==> src/rtl/pc_stack_unit.sv <==
// pc_stack_unit: program counter with a LIFO return-address stack,
// plus sticky overflow/underflow flags and an illegal-op pulse.
module pc_stack_unit #(
  parameter int ADDR_W = 8,
  parameter int DEPTH = 4,
  parameter logic [ADDR_W-1:0] RESET_VEC = 8'h00
) (
  input  logic clk,
  input  logic rst_n,
  input  logic en,
  input  logic [2:0] op,
  input  logic [ADDR_W-1:0] target,
  input  logic err_clr,
  output logic [ADDR_W-1:0] pc,
  output logic [$clog2(DEPTH):0] depth_lvl,
  output logic stack_full,
  output logic stack_empty,
  output logic ovf_err,
  output logic unf_err,
  output logic ill_op
);
  localparam int LW = $clog2(DEPTH) + 1;
  localparam int IW = $clog2(DEPTH);
  localparam logic [2:0] OP_INC = 3'b001, OP_JUMP = 3'b010, OP_CALL = 3'b011,
                         OP_RET = 3'b100, OP_SKIP = 3'b101;
  logic [ADDR_W-1:0] stk [DEPTH];
  logic [ADDR_W-1:0] pc_nx, pc_inc, top;
  logic is_call, is_ret, push, pop, ovf_set, unf_set;
  always_comb begin
    stack_full  = depth_lvl == LW'(DEPTH);
    stack_empty = depth_lvl == '0;
    pc_inc  = pc + ADDR_W'(1);
    top     = stk[IW'(depth_lvl - LW'(1))];
    is_call = en && op == OP_CALL;
    is_ret  = en && op == OP_RET;
    push    = is_call && !stack_full;
    pop     = is_ret && !stack_empty;
    ovf_set = is_call && stack_full;
    unf_set = is_ret && stack_empty;
    pc_nx   = !en ? pc :
              op == OP_INC  ? pc_inc :
              op == OP_SKIP ? pc + ADDR_W'(2) :
              op == OP_JUMP || push ? target :
              pop ? top : pc;
  end
  always_ff @(posedge clk or negedge rst_n) begin
    if (!rst_n) begin
      pc        <= RESET_VEC;
      depth_lvl <= '0;
      ovf_err   <= 1'b0;
      unf_err   <= 1'b0;
      ill_op    <= 1'b0;
    end else begin
      pc        <= pc_nx;
      depth_lvl <= push ? depth_lvl + LW'(1) : pop ? depth_lvl - LW'(1) : depth_lvl;
      ovf_err   <= ovf_set || (ovf_err && !err_clr);
      unf_err   <= unf_set || (unf_err && !err_clr);
      ill_op    <= en && op[2:1] == 2'b11;
    end
  end
  // Entries need no reset; depth_lvl alone defines which ones are valid.
  always_ff @(posedge clk) begin
    if (push && rst_n) stk[IW'(depth_lvl)] <= pc_inc;
  end
endmodule

==> config.mk <==
export PLATFORM = sky130hd
export DESIGN_NAME = pc_stack_unit
export DESIGN_NICKNAME = d
export VERILOG_FILES = /design/src/rtl/pc_stack_unit.sv
export SDC_FILE = /design/constraint.sdc
export NUM_CORES = 1
export LEC_CHECK = 0
export CORE_UTILIZATION = 40
export DETAILED_ROUTE_END_ITERATION = 10
export GPL_TIMING_DRIVEN = 0
export PLACE_DENSITY = 0.7
export SYNTH_ARGS = -nofsm -noshare
export SYNTH_HDL_FRONTEND = slang
export SYNTH_SLANG_ARGS = --single-unit
==> constraint.sdc <==
create_clock -name clk -period 1.9 [get_ports clk]
set_input_delay 0.38 -clock clk [delete_from_list [all_inputs] [get_ports clk]]
set_output_delay 0.38 -clock clk [all_outputs]
set_load 0.03 [all_outputs]
[Yosys cells after proc, flatten, opt, wreduce, memory -nomap -nowiden]
Memory sizes are Yosys's and may differ from the RTL's.
Cells that the tools add are included.
Cells by class
  add/sub/neg operators: 4
  reductions and logical operators: 20
  muxes and demuxes: 8
  eq/ne operators: 7
Operators with widths (count)
  $mux 8: 4
  $logic_and 1x1->1: 10
  $eq 3x3->1 const B: 3
  $add 8x1->8 const B: 1
  $add 8x2->8 const B: 1
  $eq 3x2->1 const B: 2
  $mux 3: 2
  $reduce_bool 4->1: 1
  $add 3x1->3 const B: 1
  $eq 3x1->1 const B: 1
  $logic_not 1->1: 3
  $logic_not 3->1: 1
  $logic_or 1x1->1: 3
  $sub 3x1->3 const B: 1
  $eq 2x2->1 const B: 1
  $mux 1: 2
  $reduce_and 2->1: 1
  $reduce_bool 2->1: 1
Word-level totals
  register bits: 14
  memories kept: 1
  RAM bits: 32
  word-level logic and storage cells: 45
  output and inout bits: 16
  bits of input ports: 15
Memory list
  stk: words 4, width 8, rd ports 1, clocked after memory_dff 0, write ports 1, line 26  | logic [ADDR_W-1:0] stk [DEPTH];

[Longest topological paths before layout]
  word-level depth: 7
  gate-level depth with buffers: 8
  gate-level depth less buffers: 6

[Worst setup path before layout]
No wires, ideal clock.
  path kind: register to register
  start point: register depth_lvl[0]
  end point: memory stk[0][0], enable pin
  clock period less this slack: 2.207 ns
  path buffers: 1
  stages on the path, launching flop included: 6
  path slack: -0.307 ns
  data arrival time: 1.875 ns
  path through: dfrtp_1 > buf_4 > inv_1 > ha_1 > a21oi_1 > and3_1
Between the ends
  cells in the longest elaborated chain, start to end: 6
RTL lines
  start: declaration: line 15  | output logic [$clog2(DEPTH):0] depth_lvl,
  start signal: assignment: line 55  | depth_lvl <= push ? depth_lvl + LW'(1) : pop ? depth_lvl - LW'(1) : depth_lvl;
  $eq 3x3->1: line 30  | stack_full = depth_lvl == LW'(DEPTH);
  $logic_not 1->1: line 36  | push = is_call && !stack_full;
  $logic_and 1x1->1: line 36
  $logic_and 1x1->1: line 63  | if (push && rst_n) stk[IW'(depth_lvl)] <= pc_inc;
  $mux 1: line 63
  $mux 1 (implied by the code): line 63
  end: declaration: line 26
Parallel ways exist; a longest one is shown, timed or not.

[Worst setup path in the final report]
  start point: input port op[0]
  end point: memory stk[0][0], enable pin
Between the ends
  cells in the longest elaborated chain, start to end: 6
RTL lines
  start: declaration: line 11  | input logic [2:0] op,
  $eq 3x2->1: line 34  | is_call = en && op == OP_CALL;
  $logic_and 1x1->1: line 34
  $logic_and 1x1->1: line 36
  $logic_and 1x1->1: line 63
  $mux 1: line 63
  $mux 1 (implied by the code): line 63
Every way passes these cells.

==> run metrics <==
PD cells 1450 nW/µm²; Diodes inserted 0; delay-heaviest family, CP buffers and inverters; Non-Filler Instances 300; 1st-iter DRT viols 178; Req. time, crit path 1900 ps; largest net degree at the start of global routing 19; Sw Pwr 1.69 mW; Final Max Tran Viols 0; Initial Utilization 0.422; worst skew pair latency 300 ps; placed instance count 284; Synth Instances 183; final hold violations 0; Nets 249; part of the power in registers 0.362; Power Internal 2.69 mW; DP HPWL 3.78 mm; cell area after layout 3030 µm²; sequential area share after synthesis 0.554; GRT overflow 0; Cell variety after synth 45; Synth Area in Simple Gates 0.116; Root Driver clkbuf_8; CP max-delay cell clkdlybuf4s50_1; Num CTS Buffers 5; Netlist Area Pre-Place 2360 µm²; area delta synth->final 27.9%; reg-to-reg startpoint depth_lvl[0]$_DFFE_PN0P_; Mean Syn Cell Area 12.9 µm²; Routed Antenna Nets 0; clk slew on worst S/H paths 80 ps; ys async rst share 0.304; gr usage total 0.195; clk sink count 46; kind of critical path in2reg; Worst Setup SP op[0]; power share of the clock group 0.165; syn nets 205; worst-path maximum fanout 8; vias in the first global route 1,699; CP startpoint kind input pin; VDD IR max 0.478 mV; Arr. time, crit path 1880 ps; flop2flop setup slack 70 ps; hold_buf cts 0; largest family of logic cells by synthesized area compound AO/OA/AOI/OAI gates; CTS tree done; Buf+Inv Stages, Crit Path 1; RePlAce Congestion 0.925; hold slack final 167 ps; combinational fraction of design power 0.473; period utilization 0.993; Crit. End Element flip-flop; core region area 5610 µm²; Row Count 27; most used flip-flop cell after synthesis edfxtp_1; EDFF count, synth 32; Bufs on Longest Clock Path 2; adder-cell share of the synthesized area 0.0370; max frequency 530 MHz; Die H 78.9 µm; IO Port Bufs 29; MaxCap Viol Count 0; yosys warns 0; Setup-failing EPs final 0; die width 78.9 µm; initial antenna violation count 0; boundary pin count 31; crit-path cells clkdlybuf4s50_1 -> nand4b_1 -> a21oi_4 -> and3_4; Routed WL per cell 18.7 µm; Worst path max stage delay 670 ps; FF+latch count, synth 46; post-synthesis mux area share 0.111; Die Area 6220 µm²; Vias 1,717; Setup Skew 7.97 ps; total power 4.39 mW; Slew @ Worst Pin 852 ps; Compound-Gate Fraction of Synth Area 0.116; XOR/XNOR Fraction of Synth Area 0.0296; layout cells sized above 1 0.228; type of the most critical hold path in2async; switching share of total power 0.386; Leakage 1.18 nW; final core occ 0.539; via-per-instance ratio 5.72; drt pass-1 iters 4; H-tree Lvls 2; placed standard-cell area 2780 µm²; Final min period 1890 ps; outcome complete, no violations; first-pass GRT wire length 8.81 mm; final wirelength 5.61 mm; Slew headroom 0.431; drc violations 0
registers in the layout, summed over array words and instances, names as in the netlist:
| register | flops |
|---|---|
| stk | 32 |
| pc | 8 |
| depth_lvl | 3 |
| ill_op | 1 |
| ovf_err | 1 |
| unf_err | 1 |
metal layers:
layer  wire length, µm  global-route usage  vias up
met2              2860               0.314       61
li1                  -                   -      800
met1              2330               0.253      849
met3               321              0.0356        7
met4               102              0.0945        0
met5                 0                   0        -
power by group through the flow:
| stage | logic (mW) | clock network (mW) | registers [mW] |
|---|---|---|---|
| final | 2.08 | 0.722 | 1.59 |
| after global routing | 2.26 | 0.770 | 1.61 |
| after CTS | 2.01 | 0.731 | 1.58 |
| after detailed placement | 1.98 | 0 | 1.60 |
| after global placement | 1.94 | 0 | 1.60 |
| after floorplan | 1.15 | 0 | 1.78 |
cells in the mapped netlist (2+ instances only):
master	instances	area share
ha_1	7	0.037
clkbuf_2	2	0.0042
nand3_1	5	0.011
a21oi_1	2	0.0042
nor2_1	5	0.0079
a221oi_1	3	0.011
o21a_1	2	0.0063
buf_2	5	0.011
xor2_1	3	0.011
nor4_1	2	0.0053
dfrtp_1	14	0.15
nand2b_1	3	0.0079
mux4_2	8	0.076
or3_1	2	0.0053
nand2_1	9	0.014
nor3_1	4	0.0085
a31oi_1	6	0.016
edfxtp_1	32	0.41
o31ai_1	2	0.0063
nor2b_1	2	0.0053
o21ai_0	6	0.013
a211oi_1	5	0.016
o22ai_1	2	0.0053
nand4_1	3	0.0079
o211ai_1	2	0.0063
and3_1	8	0.021
inv_1	11	0.017
mux2i_1	7	0.030
xnor2_1	5	0.019
path summary, 6_finish.rpt:
check	end	cells after the start
max	stk[0][0]$_DFFE_PP_	4
min reg2reg	ovf_err$_DFF_PN0_	2
max reg2reg	pc[6]$_DFFE_PN0P_	7
min in group clk	ill_op$_DFF_PN0_	2
max in group asynchronous	depth_lvl[0]$_DFFE_PN0P_	1
min	depth_lvl[2]$_DFFE_PN0P_	1
kinds of logic after synthesis:
group | after synthesis
fa+ha+maj | 7
flops | 46
mux | 16
xor+xnor | 8
buf+inv | 19
simple gates | 49
compound gates | 38
per-stage QoR:
step	setup TNS [ps]	setup WS, ps
global route	-1120	-50.4
global placement	-12430	-352
floorplan	0	10.8
finish	0	14.0
CTS	-1860	-71.7
detailed placement	-13840	-385
cell type report:
| type | count | area [µm²] |
|---|---|---|
| Fill cell | 486 | 2580 |
| Sequential cell | 46 | 1310 |
| Timing Repair Buffer | 37 | 362 |
| Multi-Input combinational cell | 118 | 1050 |
| Buffer | 8 | 63.8 |
| Tap cell | 72 | 90.1 |
| Clock buffer | 7 | 76.3 |
| Inverter | 11 | 41.3 |
| Clock inverter | 1 | 30.0 |
layout by cell type (no fill, tap or decap), drive strengths merged, types with 3 or more instances in the layout:
cell type / count
a211oi: 5
a221oi: 3
a31oi: 6
and3: 8
buf: 17
clkbuf: 9
clkdlybuf4s50: 19
dfrtp: 14
dlygate4sd2: 3
dlymetal6s2s: 4
edfxtp: 32
ha: 7
inv: 11
mux2i: 7
mux4: 8
nand2: 9
nand2b: 3
nand3: 6
nand4: 3
nor2: 5
nor3: 5
o21ai: 8
xnor2: 5
xor2: 3
repair_timing:
action,CTS,global route
setup endpoints to repair,46,45
gates resized for setup,21,13
pin swaps,0,3
buffers inserted,0,8
Power figures use the tool's default switching activity.
